[config.mk]
export PLATFORM = sky130hd
export DESIGN_NAME = alu_simd_accum_pipe
export DESIGN_NICKNAME = d
export VERILOG_FILES = /design/src/rtl/alu_simd_accum_pipe.sv
export SDC_FILE = /design/constraint.sdc
export NUM_CORES = 1
export LEC_CHECK = 0
export ABC_CLOCK_PERIOD_IN_PS = 7150
export BUFFER_PORTS_ARGS = -buffer_cell sky130_fd_sc_hd__buf_2
export CORE_MARGIN = 2
export CORE_UTILIZATION = 41
export CTS_CLUSTER_DIAMETER = 40
export DETAILED_ROUTE_END_ITERATION = 10
export GPL_TIMING_DRIVEN = 0
export PLACE_DENSITY_LB_ADDON = 0.08
export SYNTH_ARGS = -nofsm -noshare
export SYNTH_HDL_FRONTEND = slang
export SYNTH_SLANG_ARGS = --single-unit
[constraint.sdc]
create_clock -name clk -period 7.15 [get_ports clk]
set_clock_uncertainty 0.2 [all_clocks]
set_input_delay 1.0725 -clock clk [delete_from_list [all_inputs] [get_ports clk]]
set_output_delay 1.0725 -clock clk [all_outputs]
set_load 0.02 [all_outputs]
[src/rtl/alu_simd_accum_pipe.sv]
// Two-stage SIMD / chained three-operand adder with P-register accumulate.
// Stage 1 registers operands and per-op control; stage 2 adds and loads P.
module alu_simd_accum_pipe #(
    parameter int unsigned LANES  = 2,
    parameter int unsigned LANE_W = 16
) (
    input  logic                      clk,
    input  logic                      reset,
    input  logic                      ce,
    input  logic                      in_valid,
    input  logic                      use_simd,
    input  logic                      acc_en,
    input  logic                      clr,
    input  logic [LANES*LANE_W-1:0]   W,
    input  logic [LANES*LANE_W-1:0]   X,
    input  logic [LANES*LANE_W-1:0]   Y,
    input  logic                      cin,
    output logic [LANES*LANE_W-1:0]   S,
    output logic [2*LANES-1:0]        carry_out,
    output logic                      out_valid
);

    localparam int unsigned TOTAL_W = LANES * LANE_W;

    logic [TOTAL_W-1:0] w_q, x_q, y_q;
    logic               cin_q, simd_q, acc_q, vld_q;

    logic [TOTAL_W-1:0] p_q, p_d;
    logic [2*LANES-1:0] cout_q, cout_d;
    logic               ovld_q, ovld_d;

    logic [TOTAL_W-1:0] sum_s;
    logic [2*LANES-1:0] sum_c;

    always_ff @(posedge clk or posedge reset) begin
        if (reset) begin
            w_q    <= '0;
            x_q    <= '0;
            y_q    <= '0;
            cin_q  <= 1'b0;
            simd_q <= 1'b0;
            acc_q  <= 1'b0;
            vld_q  <= 1'b0;
        end else if (ce) begin
            w_q    <= W;
            x_q    <= X;
            y_q    <= Y;
            cin_q  <= cin;
            simd_q <= use_simd;
            acc_q  <= acc_en;
            vld_q  <= in_valid;
        end
    end

    // Lane carry ripples lane to lane in chained mode; this is the critical path.
    always_comb begin : stage2
        logic [1:0]        chain;
        logic [1:0]        lane_ci;
        logic [LANE_W-1:0] a_lane;
        logic [LANE_W+1:0] lane_sum;
        sum_s    = '0;
        sum_c    = '0;
        chain    = {1'b0, cin_q};
        lane_ci  = 2'b00;
        a_lane   = '0;
        lane_sum = '0;
        for (int unsigned k = 0; k < LANES; k++) begin
            if (clr)
                a_lane = '0;
            else if (acc_q)
                a_lane = p_q[k*LANE_W +: LANE_W];
            else
                a_lane = w_q[k*LANE_W +: LANE_W];
            lane_ci  = simd_q ? 2'b00 : chain;
            lane_sum = {2'b00, a_lane}
                     + {2'b00, x_q[k*LANE_W +: LANE_W]}
                     + {2'b00, y_q[k*LANE_W +: LANE_W]}
                     + {{LANE_W{1'b0}}, lane_ci};
            sum_s[k*LANE_W +: LANE_W] = lane_sum[LANE_W-1:0];
            sum_c[2*k +: 2]           = lane_sum[LANE_W+1:LANE_W];
            chain                     = lane_sum[LANE_W+1:LANE_W];
        end
    end

    always_comb begin
        p_d    = p_q;
        cout_d = cout_q;
        ovld_d = 1'b0;
        if (vld_q) begin
            p_d    = sum_s;
            cout_d = sum_c;
            ovld_d = 1'b1;
        end else if (clr) begin
            p_d = '0;
        end
    end

    always_ff @(posedge clk or posedge reset) begin
        if (reset) begin
            p_q    <= '0;
            cout_q <= '0;
            ovld_q <= 1'b0;
        end else if (ce) begin
            p_q    <= p_d;
            cout_q <= cout_d;
            ovld_q <= ovld_d;
        end
    end

    assign S         = p_q;
    assign carry_out = cout_q;
    assign out_valid = ovld_q;

endmodule

==> reports/metrics.json <==
{
  "detailed_routing": {
    "detail_route.first_pass.iterations": 4,
    "route.detailed.vias_per_inst": 5.20,
    "routed_wirelength_um": 20300,
    "detailroute.via_count": 5835,
    "drc_errors": 0,
    "detail_route.wl_per_cell_um": 18.1,
    "final_antenna_net_count": 0,
    "dr.first_iter.drc_count": 252
  },
  "sta": {
    "fmax_ghz": 0.148,
    "final_report_setup_violation_count": 0,
    "worst_slew_pin_slew_ns": 0.799,
    "holdWs_ns": 0.309,
    "final_period_minus_worst_setup_slack_ns": 6.78,
    "grt_setup_unrepaired": "false",
    "final_critical_path_setup_slack_ns": 0.374,
    "period_share_pct": 94.8,
    "timing.final.max_slew_violations": 0,
    "relSlewSlack_pct": 46.7,
    "hold_viol": 0
  },
  "logic_synthesis": {
    "synth-seq-cells": 137,
    "netlist.area_leader.share_pct": 42.9,
    "count_of_flip_flops_with_a_built_in_enable_after_synthesis": 0,
    "synth-async-reset-ratio_pct": 100,
    "synth.distinct_cells": 57,
    "syn_area_um2": 8000,
    "postSynthNetCount": 871,
    "syn_inst": 685,
    "yosysWarningCount": 0,
    "seq_area_frac_synth_pct": 42.9,
    "synth_top_cells_by_area": "sky130_fd_sc_hd__dfrtp_1 43%, sky130_fd_sc_hd__mux2_2 14%, sky130_fd_sc_hd__fa_1 8.8%, sky130_fd_sc_hd__ha_1 7.4%, sky130_fd_sc_hd__mux2i_1 4.4%",
    "avgSynthCellArea_um2": 11.7,
    "synth_largest_area_cell": "sky130_fd_sc_hd__dfrtp_1",
    "ys_dominant_reg_cell": "sky130_fd_sc_hd__dfrtp_1"
  },
  "setup_path": {
    "path_common_cell": "sky130_fd_sc_hd__fa_1",
    "worstPathRequired_ns": 7.23,
    "worstPathArrival_ns": 6.85,
    "critical_path_class": "in -> reg",
    "bufs_and_invs_on_worst_path": 6,
    "max_stage_delay_ns": 0.61,
    "type_of_element_launching_the_critical_path": "input port",
    "crit_path_top_delay_cell": "sky130_fd_sc_hd__clkbuf_1",
    "critPathMaxFanout": 10,
    "critical_path.endpoint_type": "flop",
    "cpLargestDelayFamily": "adder cells"
  },
  "clocking": {
    "clockBufferDepth": 2,
    "postCtsSetupBuffers": 0,
    "clock_root_buffer": "sky130_fd_sc_hd__clkbuf_16",
    "clk_pin_slew_worst_paths_ns": 0.06,
    "clock_sink_count": 137,
    "cts-buffers-inserted": 17,
    "clk_latency_ns": 0.42,
    "clock_tree.htree_level_count": 4,
    "cts_tree": "yes"
  },
  "floorplan": {
    "effective_utilization_at_floorplan_pct": 41.5,
    "floorplan.core_area_um2": 19300,
    "io_pins": 141,
    "die_width_um": 144,
    "die_y_um": 144,
    "num_rows": 51,
    "die_area_um2": 20600
  },
  "cells_and_area": {
    "area_growth_syn_to_layout_pct": 21.6,
    "stdcell_count": 1122,
    "finalNetCount": 1030,
    "post_route_cells_drive_above_1_share_pct": 34.3,
    "antennaDiodeCount": 0,
    "postLayoutCellArea_um2": 9730
  },
  "global_route": {
    "total_global_routing_track_utilization_pct": 20.8,
    "grt_first_pass_wirelength_um": 32500,
    "via_count_of_the_first_global_routing_pass": 6092,
    "grt_start_max_net_pins": 71,
    "grt.overflow.total": 0,
    "grt_antenna_before_repair": 0
  },
  "power": {
    "post-layout-total-power_mw": 3.47,
    "power.density_cell_area_nw_per_um2": 356,
    "irDropWorstVdd_mv": 0.178,
    "power_leakage_nw": 4.61
  },
  "status": {
    "status": "finished, final reports clean"
  },
  "placement": {
    "dp.cells": 1090,
    "io_buffers": 139,
    "post-dp-hpwl_um": 15400,
    "place_area_um2": 9060,
    "gp_routability_congestion": 0.912,
    "pre_cts_slack_ns": -0.217
  },
  "min_path": {
    "hp-class": "reg -> reg"
  },
  "job": {
    "maxCapViolCount": 0
  }
}
==> Yosys cell counts (6+ instances only) <==
library cell / instances
sky130_fd_sc_hd__a21o_1: 13
sky130_fd_sc_hd__a21oi_1: 24
sky130_fd_sc_hd__buf_2: 12
sky130_fd_sc_hd__clkbuf_1: 21
sky130_fd_sc_hd__dfrtp_1: 137
sky130_fd_sc_hd__fa_1: 35
sky130_fd_sc_hd__ha_1: 47
sky130_fd_sc_hd__inv_1: 21
sky130_fd_sc_hd__mux2_2: 96
sky130_fd_sc_hd__mux2i_1: 35
sky130_fd_sc_hd__nand2_1: 44
sky130_fd_sc_hd__nand3_1: 7
sky130_fd_sc_hd__nand4_1: 6
sky130_fd_sc_hd__nor2_1: 45
sky130_fd_sc_hd__o21ai_0: 36
sky130_fd_sc_hd__xor2_1: 9
==> metal layers <==
metal	part of all wire (%)	wire length, µm	track usage, %	vias up
li1	-	-	-	2786
met1	45	9130	26.9	2908
met2	50	10100	35.0	115
met3	3.4	692	3.93	26
met4	2.0	408	6.97	0
met5	0	0	0	-
==> worst paths after layout <==
check,startpoint,endpoint,slack [ns],cells past startpoint
max in group asynchronous,reset,y_q[7],5.46,3
hold / removal,w_q[25],w_q[25],0.31,1
hold reg to reg,w_q[25],w_q[25],0.31,1
min in group asynchronous,reset,y_q[20],0.52,2
setup / recovery,clr,S[29],0.37,25
setup reg to reg,acc_q,S[29],0.45,27
==> per-stage QoR <==
stage | TNS (ns) | util [%]
global route | 0 | 50.5
CTS | 0 | 50.5
global placement | -0.749 | 46.8
floorplan | 0 | -
finish | 0 | 50.5
detailed placement | -0.634 | 47.0
==> registers in the layout (all words and copies together), names as in the netlist <==
signal / count
S: 32
acc_q: 1
carry_out: 4
cin_q: 1
out_valid: 1
simd_q: 1
vld_q: 1
w_q: 32
x_q: 32
y_q: 32
==> logic make-up (layout without fill, tap and decap cells) <==
logic type	Yosys count	in the layout	synth area share, %
xor gates and xnor gates	13	13	1.42
buffers and inverters	55	227	2.77
DFF	137	137	42.9
muxes	131	131	17.9
AOI/OAI and AO/OA	131	131	11.0
adders and majority gates	82	82	16.1
and+or+nand+nor	136	136	7.93
==> power breakdown <==
| part | internal, mW | switching, mW | total [mW] |
|---|---|---|---|
| clock | 0.641 | 0.355 | 0.996 |
| sequential | 0.926 | 0.129 | 1.06 |
| combinational | 0.597 | 0.820 | 1.42 |
==> cells in the final DEF, fill, tap and decap left out, drive strengths merged, types with 7 or more instances in the layout <==
cell type	instances
nand2	44
clkbuf	40
mux2i	35
dfrtp	137
mux2	96
xor2	9
inv	24
buf	153
a21oi	28
nor2	45
nand3	7
fa	35
a21o	14
ha	47
o21ai	39
==> timing repair <==
| item | CTS | global route |
|---|---|---|
| setup endpoints to repair | 0 | 4 |
| resized for setup | 0 | 4 |
| hold buffers | 0 | 0 |
==> layout make-up <==
class,count,area [µm²]
Buffer,34,146
Sequential cell,137,3430
Clock buffer,19,453
Fill cell,1789,9540
Tap cell,265,332
Timing Repair Buffer,140,723
Inverter,21,83.8
Multi-Input combinational cell,493,4350
Clock inverter,13,214
(Power assumes the default switching activity.)
